==> src/rtl/shot_responder_pkg.sv <==
// Shared game definitions for the battleship shot responder: board defaults,
// position field layout, response codes and the responder state type.
package shot_responder_pkg;

  localparam int GRID_N_DEFAULT     = 10;
  localparam int SHIP_CELLS_DEFAULT = 20;

  // Packed position byte: row in the high nibble, column in the low nibble.
  localparam int ROW_MSB = 7;
  localparam int ROW_LSB = 4;
  localparam int COL_MSB = 3;
  localparam int COL_LSB = 0;

  localparam logic [1:0] RESP_MISS    = 2'd0;
  localparam logic [1:0] RESP_HIT     = 2'd1;
  localparam logic [1:0] RESP_REPEAT  = 2'd2;
  localparam logic [1:0] RESP_INVALID = 2'd3;

  typedef enum logic [2:0] {
    SETUP,
    ARMED,
    LOOKUP,
    RESPOND,
    LOST
  } state_t;

endpackage

==> src/rtl/shot_responder_cell_decode.sv <==
// Maps a packed row/column byte onto a linear board index plus an on-board flag.
module cell_decode
  import shot_responder_pkg::*;
#(
  parameter int GRID_N = GRID_N_DEFAULT
) (
  input  logic [7:0] pos,
  output logic       valid,
  output logic [6:0] idx
);

  localparam logic [3:0] SIDE  = 4'(GRID_N);
  localparam logic [6:0] SIDE7 = 7'(GRID_N);

  logic [3:0] row;
  logic [3:0] col;

  assign row   = pos[ROW_MSB:ROW_LSB];
  assign col   = pos[COL_MSB:COL_LSB];
  assign valid = (row < SIDE) && (col < SIDE);
  // Index is meaningless when valid is low; callers must gate on valid.
  assign idx   = 7'(row) * SIDE7 + 7'(col);

endmodule

==> src/rtl/shot_responder.sv <==
// Own-board keeper: collects ship placements, then answers enemy shots
// one at a time with MISS/HIT/REPEAT/INVALID until every ship cell is hit.
module shot_responder
  import shot_responder_pkg::*;
#(
  parameter int GRID_N     = GRID_N_DEFAULT,
  parameter int SHIP_CELLS = SHIP_CELLS_DEFAULT
) (
  input  logic       clk,
  input  logic       rst,
  input  logic       place_we,
  input  logic [7:0] place_pos,
  input  logic       arm,
  input  logic       shot_valid,
  input  logic [7:0] shot_pos,
  output logic       shot_ready,
  output logic       resp_valid,
  output logic [1:0] resp_code,
  output logic [7:0] resp_pos,
  input  logic       resp_ready,
  output logic [4:0] ship_count,
  output logic [4:0] hits_left,
  output logic       all_sunk,
  output logic [3:0] state_led
);

  localparam int         CELLS       = GRID_N * GRID_N;
  localparam logic [4:0] SHIP_TARGET = 5'(SHIP_CELLS);

  state_t           state;
  state_t           state_next;
  logic [CELLS-1:0] ship_map;
  logic [CELLS-1:0] shot_map;
  logic [7:0]       shot_pos_q;
  logic             place_ok;
  logic [6:0]       place_idx;
  logic             shot_ok;
  logic [6:0]       shot_idx;
  logic             fleet_full;
  logic             place_fire;

  cell_decode #(.GRID_N(GRID_N)) u_place_decode (
    .pos   (place_pos),
    .valid (place_ok),
    .idx   (place_idx)
  );

  cell_decode #(.GRID_N(GRID_N)) u_shot_decode (
    .pos   (shot_pos_q),
    .valid (shot_ok),
    .idx   (shot_idx)
  );

  assign fleet_full = (ship_count == SHIP_TARGET);
  assign place_fire = (state == SETUP) && place_we && place_ok &&
                      !ship_map[place_idx] && !fleet_full;

  always_ff @(posedge clk) begin
    if (rst) state <= SETUP;
    else     state <= state_next;
  end

  always_comb begin
    state_next = state;
    shot_ready = 1'b0;
    resp_valid = 1'b0;
    all_sunk   = 1'b0;
    state_led  = 4'b1000;
    unique case (state)
      SETUP: begin
        if (arm && fleet_full) state_next = ARMED;
      end
      ARMED: begin
        shot_ready = 1'b1;
        state_led  = 4'b0100;
        if (shot_valid) state_next = LOOKUP;
      end
      LOOKUP: begin
        state_led  = 4'b0010;
        state_next = RESPOND;
      end
      RESPOND: begin
        resp_valid = 1'b1;
        state_led  = 4'b0010;
        if (resp_ready) state_next = (hits_left == 5'd0) ? LOST : ARMED;
      end
      LOST: begin
        all_sunk  = 1'b1;
        state_led = 4'b0001;
      end
      default: state_next = SETUP;
    endcase
  end

  // Board, counters and the response registers; the response is resolved
  // in LOOKUP so it is already stable when RESPOND raises resp_valid.
  always_ff @(posedge clk) begin
    if (rst) begin
      ship_map   <= '0;
      shot_map   <= '0;
      ship_count <= '0;
      hits_left  <= '0;
      shot_pos_q <= '0;
      resp_code  <= RESP_MISS;
      resp_pos   <= '0;
    end else begin
      case (state)
        SETUP: begin
          if (place_fire) begin
            ship_map[place_idx] <= 1'b1;
            ship_count          <= ship_count + 5'd1;
          end
          if (arm && fleet_full) hits_left <= SHIP_TARGET;
        end
        ARMED: begin
          if (shot_valid) shot_pos_q <= shot_pos;
        end
        LOOKUP: begin
          resp_pos <= shot_pos_q;
          if (!shot_ok) begin
            resp_code <= RESP_INVALID;
          end else if (shot_map[shot_idx]) begin
            resp_code <= RESP_REPEAT;
          end else begin
            shot_map[shot_idx] <= 1'b1;
            if (ship_map[shot_idx]) begin
              resp_code <= RESP_HIT;
              if (hits_left != 5'd0) hits_left <= hits_left - 5'd1;
            end else begin
              resp_code <= RESP_MISS;
            end
          end
        end
        default: ;
      endcase
    end
  end

endmodule
==> config.mk <==
export PLATFORM = sky130hd
export DESIGN_NAME = shot_responder
export DESIGN_NICKNAME = d
export VERILOG_FILES = /design/src/rtl/shot_responder_pkg.sv /design/src/rtl/shot_responder_cell_decode.sv /design/src/rtl/shot_responder.sv
export SDC_FILE = /design/constraint.sdc
export NUM_CORES = 1
export LEC_CHECK = 0
export ABC_AREA = 1
export BUFFER_PORTS_ARGS = -buffer_cell sky130_fd_sc_hd__buf_2
export CORE_UTILIZATION = 30
export CTS_CLUSTER_SIZE = 10
export DETAILED_ROUTE_END_ITERATION = 6
export PLACE_DENSITY = 0.53
export SLEW_MARGIN = 20
export SYNTH_ARGS = -nofsm -noshare
export SYNTH_HDL_FRONTEND = slang
export SYNTH_SLANG_ARGS = --single-unit
==> constraint.sdc <==
create_clock -name clk -period 7.6 [get_ports clk]
set_clock_uncertainty 0.2 [all_clocks]
set_input_delay 1.52 -clock clk [delete_from_list [all_inputs] [get_ports clk]]
set_output_delay 1.52 -clock clk [all_outputs]
set_load 0.02 [all_outputs]
==> results of run 1 <==
==> layout make-up <==
| cell class | instances | area, sq um | share of cell area (%) |
|---|---|---|---|
| inverter | 263 | 990 | 7.15 |
| tap | 539 | 674 | 4.87 |
| timing repair buffer | 60 | 369 | 2.67 |
| multi-input combinational | 1383 | 6450 | 46.6 |
| clock inverter | 1 | 20.0 | 0.145 |
| clock buffer | 37 | 713 | 5.15 |
| sequential | 231 | 4630 | 33.4 |
==> cells by family (layout without fill, tap and decap cells) <==
kind of cell,Yosys count,after routing,synth area share (%)
DFF,231,231,36.4
AOI/OAI and AO/OA,357,357,15.1
adders and majority gates,22,22,2.40
buffers and inverters,380,361,13.0
and+or+nand+nor,991,991,32.2
xor gates and xnor gates,13,13,0.897
==> worst paths after layout <==
path | start | end | slack, ns
max | place_pos[1] | ship_map[13] | 2.38
min | shot_map[34] | shot_map[34] | 0.25
max reg2reg | shot_pos_q[1] | shot_map[63] | 3.20
min reg2reg | shot_map[34] | shot_map[34] | 0.25
==> where the power goes <==
part / total (mW) / switching, mW / internal, mW
clock: 1.17 / 0.520 / 0.645
sequential: 1.26 / 0.0229 / 1.23
combinational: 0.613 / 0.475 / 0.137
total: 3.03 / 1.02 / 2.02
==> through the flow <==
stage / setup WS (ns) / hold slack [ns]
final: 2.38 / 0.249
after global placement: 1.87 / 0.233
after CTS: 2.43 / 0.250
after global routing: 2.05 / 0.269
after floorplan: 3.54 / 0.226
after detailed placement: 1.84 / 0.241
==> layer usage <==
metal,vias up,track usage [%],wire [um]
li1,6253,-,-
met1,5761,24.1,18400
met2,299,30.0,18000
met3,58,2.19,1990
met4,0,5.34,844
met5,-,0,0
==> synth_stat cells, types with 11 or more instances <==
| master | n | area [sq um] |
|---|---|---|
| a21oi_1 | 221 | 1110 |
| buf_2 | 36 | 180 |
| nand2_1 | 438 | 1640 |
| inv_2 | 11 | 41.3 |
| buf_4 | 22 | 165 |
| dfxtp_1 | 231 | 4620 |
| o211ai_1 | 24 | 180 |
| nand3_1 | 183 | 916 |
| ha_1 | 18 | 225 |
| clkbuf_1 | 44 | 165 |
| buf_6 | 13 | 146 |
| nor2_1 | 331 | 1240 |
| o22ai_1 | 35 | 219 |
| inv_1 | 250 | 938 |
| o21ai_0 | 66 | 330 |
==> flip-flops by register name (all words and copies together), names as in the netlist <==
| register | flops |
|---|---|
| resp_pos | 8 |
| shot_map | 100 |
| ship_count | 5 |
| state | 3 |
| resp_code | 2 |
| hits_left | 5 |
| ship_map | 100 |
| shot_pos_q | 8 |
==> worst min-delay path: stages (launching register included) <==
cell	delay (ns)
dfxtp_1	0.31
inv_1	0.04
a21oi_1	0.05
==> impl_metrics.yaml, run 1 <==
run_status:
  run_status: "completed"
floorplan:
  design.die.area_sq_um: 43100
  core_area_sq_um: 41900
  die_y_um: 208
  start_util_pct: 30.3
  rows: 75
  ioPinCount: 49
  chipWidth_um: 208
layout:
  n_fill_cell: 4639
  layout_commonest_cell: "nand2_1"
  final_area_sq_um: 13800
  diodes: 0
  syn_to_final_growth_pct: 9.07
  final_cell_mix: "438 x nand2_1, 330 x nor2_1, 250 x inv_1"
  fin_nets: 2010
  drive_gt1_share_pct: 6.28
  instances_no_fill: 2514
  final_core_util_pct: 33.1
critical_path:
  crit_chain: "buf_2 > ha_1 > fa_1 > inv_2 > nand3_2 > o22ai_1 > nor2_1 > nand2_1 > nand2_1 > nand4_1 > a21oi_4 > buf_12 > nand3_1 > a21oi_1"
  r2r_cells: 17
  path_common_cell: "nand2_1"
  required_ns: 7.87
  cp.depth: 14
  slowest_stage: "a21oi_4"
  crit_path_end_kind: "flop"
  startpoint_type: "primary input"
  max_stage_delay_ns: 0.91
  crit_fanout: 64
  path_buf_inv: 3
  path_class: "primary input to flop"
  cp_top_family: "compound AO/OA/AOI/OAI gates"
  cp_data_arrival_time_ns: 5.49
place:
  place_area_sq_um: 13100
  dp.cells: 2475
  post-dp-hpwl_mm: 23.3
  numPortBuffers: 48
  gp_congestion: 0.818
logic_synthesis:
  ys_async_sr_fraction_pct: 0
  syn_avg_cell_area_sq_um: 6.37
  yosysWarnings: 0
  synth_cell_types: 41
  synth_edf_count: 0
  syn_nets: 2038
  syn-instance-count: 1994
  synth_top_flop_cell: "dfxtp_1"
  synth_area_sq_um: 12700
  synth_seq_area_share_pct: 36.4
  ys_ff_latch: 231
detailed_routing:
  drt-wirelength-per-cell_um: 15.6
  ant_nets: 0
  remaining_drc_errors: 0
  drtIter0Drc: 877
  drt-pass1-iter-count: 5
  drt-total-wl_mm: 39.2
  dr_total_vias: 12400
  viasPerCell: 4.92
sta:
  setup_viol: 0
  worst_pin_slew_ns: 1.13
  rsz0062_at_grt: "false"
  finalHoldViolCount: 0
  finalCritPeriodShare_pct: 68.7
  slew_headroom_pct: 24.8
  period_needed_ns: 5.22
  max_freq_mhz: 192
  setup-tns-final_ns: 0
  maxSlewViolCount: 0
cts:
  path_clk_slew_ns: 0.06
  cts_buffers: 27
  root_buffer: "clkbuf_16"
  htreeDepth: 1
  cts.sinks: 231
  hold_buffers: 0
  cts_resized: 0
  worst_skew_pair.late_latency_ns: 0.57
  tritoncts: "built"
  post_cts_buffers: 0
  clockBufferDepth: 3
global_routing:
  first_global_vias: 11800
  grt_first_pass_wirelength_mm: 63.2
  overflow: 0
  antenna_found_initial: 0
  grtUsageTotal_pct: 17.9
  grt_start_max_net_pins: 107
worst_hold_path:
  whs_path_depth: 2
  hold_path.class: "flop to flop"
power:
  worst_ir_drop_vdd_uv: 158
  power_mw: 3.03
  power.density_nw_per_um2: 219
  leakagePower_nw: 5.08
run:
  max_cap_viol_count: 0
Note: power is estimated with default switching activity, not from simulation.
==> run 2: changes to the inputs <==
clock period = 4.9 ns   (was 7.6 ns; I/O delays follow)
==> run 2 against run 1 <==
Cell count grew 1.1%. Worst setup slack lost 1.8 ns. Utilization grew 0.55 points. Combinational power grew 63%. Die area is the same. Routed wire length grew 1.8%. Cell area grew 1.7%. Clock power grew 55%. Via count grew 1.4%. Critical path type is now flop to flop. Sequential share of layout area shrank 0.55 points. Sequential cell count is the same. Power grew 57%.
==> impl_metrics.yaml, run 2 (synthesis gave the netlist of run 1 again) <==
cts:
  path_clk_slew_ns: 0.06
  post_cts_buffers: 0
  clockBufferDepth: 3
  hold_buffers: 0
  cts_buffers: 27
  cts_resized: 0
  htreeDepth: 1
  root_buffer: "clkbuf_16"
  worst_skew_pair.late_latency_ns: 0.57
  cts.sinks: 231
  tritoncts: "built"
worst_hold_path:
  hold_path.class: "flop to flop"
sta:
  finalCritPeriodShare_pct: 88.2
  setup-tns-final_ns: 0
  maxSlewViolCount: 0
  rsz0062_at_grt: "false"
  period_needed_ns: 4.32
  holdWs_ns: 0.249
  setup_viol: 0
  worst_pin_slew_ns: 1.05
  finalHoldViolCount: 0
  max_freq_mhz: 231
  slew_headroom_pct: 29.9
power:
  netSwitchingFraction_pct: 33.4
  leakagePower_nw: 5.23
  p_clk_share_pct: 38.0
  internal-power_mw: 3.17
  worst_ir_drop_vdd_uv: 234
  power.density_nw_per_um2: 338
  switching_power_mw: 1.59
  p_seq_share_pct: 41.1
  p_comb_share_pct: 21.0
critical_path:
  r2r_cells: 18
  crit_path_end_kind: "flop"
  required_ns: 5.18
  path_buf_inv: 3
  crit_fanout: 100
  worstReg2RegStart: "shot_pos_q[4]"
  max_stage_delay_ns: 0.77
  worstReg2RegEnd: "shot_map[5]"
  crit_chain: "ha_1 > fa_1 > inv_2 > nor2_2 > buf_4 > o211ai_1 > nand2_1 > nor2_1 > nand2_1 > nand3_1 > nand2_1 > nand2_1 > nand2_1 > nor2_2 > nand3_2 > inv_4 > nand2_1 > a21oi_1"
  cp.depth: 18
  cp_top_family: "buffers and inverters"
  path_class: "flop to flop"
  slowest_stage: "inv_4"
  cp_data_arrival_time_ns: 4.61
  rrSetupSlack_ns: 0.58
  startpoint_type: "flop"
  cp-startpoint: "shot_pos_q[4]"
  crit_path_end: "shot_map[5]"
  path_common_cell: "nand2_1"
place:
  post-dp-hpwl_mm: 25.2
  numPortBuffers: 48
  gp_congestion: 0.833
floorplan:
  chipWidth_um: 208
  die_y_um: 208
  rows: 75
  ioPinCount: 49
  core_area_sq_um: 41900
  design.die.area_sq_um: 43100
  start_util_pct: 30.3
layout:
  diodes: 0
  fin_nets: 2041
  top_regs: "ship_map: 100 flops, shot_map: 100 flops"
  n_fill_cell: 4648
  syn_to_final_growth_pct: 10.9
  layout_commonest_cell: "nand2_1"
  drive_gt1_share_pct: 7.74
  final_core_util_pct: 33.6
  final_cell_mix: "438 x nand2_1, 330 x nor2_1, 250 x inv_1"
global_routing:
  antenna_found_initial: 0
  first_global_vias: 11800
  grtUsageTotal_pct: 18.3
  grt_first_pass_wirelength_mm: 64.4
  grt_start_max_net_pins: 101
  overflow: 0
detailed_routing:
  viasPerCell: 4.94
  dr_total_vias: 12500
  drt-pass1-iter-count: 6
  ant_nets: 0
  drt-total-wl_mm: 39.9
  drt-wirelength-per-cell_um: 15.7
  remaining_drc_errors: 0
  drtIter0Drc: 1003
run:
  max_cap_viol_count: 0
run_status:
  run_status: "completed"
run 2: tightest hold or removal path, delay by kind of cell, from the launching register on:
| family | cells | cell delay (ns) |
|---|---|---|
| AOI/OAI and AO/OA | 1 | 0.05 |
| buffers and inverters | 1 | 0.05 |
| DFF | 1 | 0.31 |
run 2: per-layer routing:
layer,track usage (%),vias up,wire length [um]
met5,0,-,0
met3,2.03,67,2220
met1,24.7,5800,18500
met2,30.8,366,18300
li1,-,6313,-
met4,5.34,0,923
run 2: worst min path at each step:
stage	from	slack (ns)	cells after the start	endpoint
global placement	shot_map[63]	0.23	2	shot_map[63]
finish	shot_map[28]	0.25	2	shot_map[28]
global route	shot_map[52]	0.26	2	shot_map[52]
floorplan	shot_map[63]	0.23	2	shot_map[63]
CTS	shot_map[79]	0.25	2	shot_map[79]
detailed placement	shot_map[79]	0.24	2	shot_map[79]
run 2: layout make-up:
class / count / area, sq um / share of cell area (%)
timing repair buffer: 91 / 619 / 4.40
sequential: 231 / 4630 / 32.9
multi-input combinational: 1383 / 6430 / 45.7
clock inverter: 2 / 25.0 / 0.178
inverter: 263 / 990 / 7.03
clock buffer: 33 / 708 / 5.03
tap: 539 / 674 / 4.79
run 2: stage by stage:
stage / power (mW) / worst slack [ns] / area (sq um) / instances
2_1_floorplan: 2.63 / 1.38 / 12700 / 1994
3_3_place_gp: 2.98 / 0.482 / 13300 / 2507
3_5_place_dp: 2.98 / 0.453 / 13300 / 2507
4_1_cts: 4.80 / 0.628 / 14100 / 2542
5_1_grt: 4.97 / 0.306 / 14100 / 2542
6_report: 4.76 / 0.578 / 14100 / 2542
run 2: power by group through the flow:
| stage | clock, mW | combinational [mW] | sequential [mW] |
|---|---|---|---|
| 2_1_floorplan | 0 | 0.630 | 2.00 |
| 3_3_place_gp | 0 | 0.987 | 1.99 |
| 3_5_place_dp | 0 | 0.990 | 1.99 |
| 4_1_cts | 1.85 | 0.994 | 1.95 |
| 5_1_grt | 1.92 | 1.09 | 1.96 |
| 6_report | 1.81 | 0.997 | 1.95 |
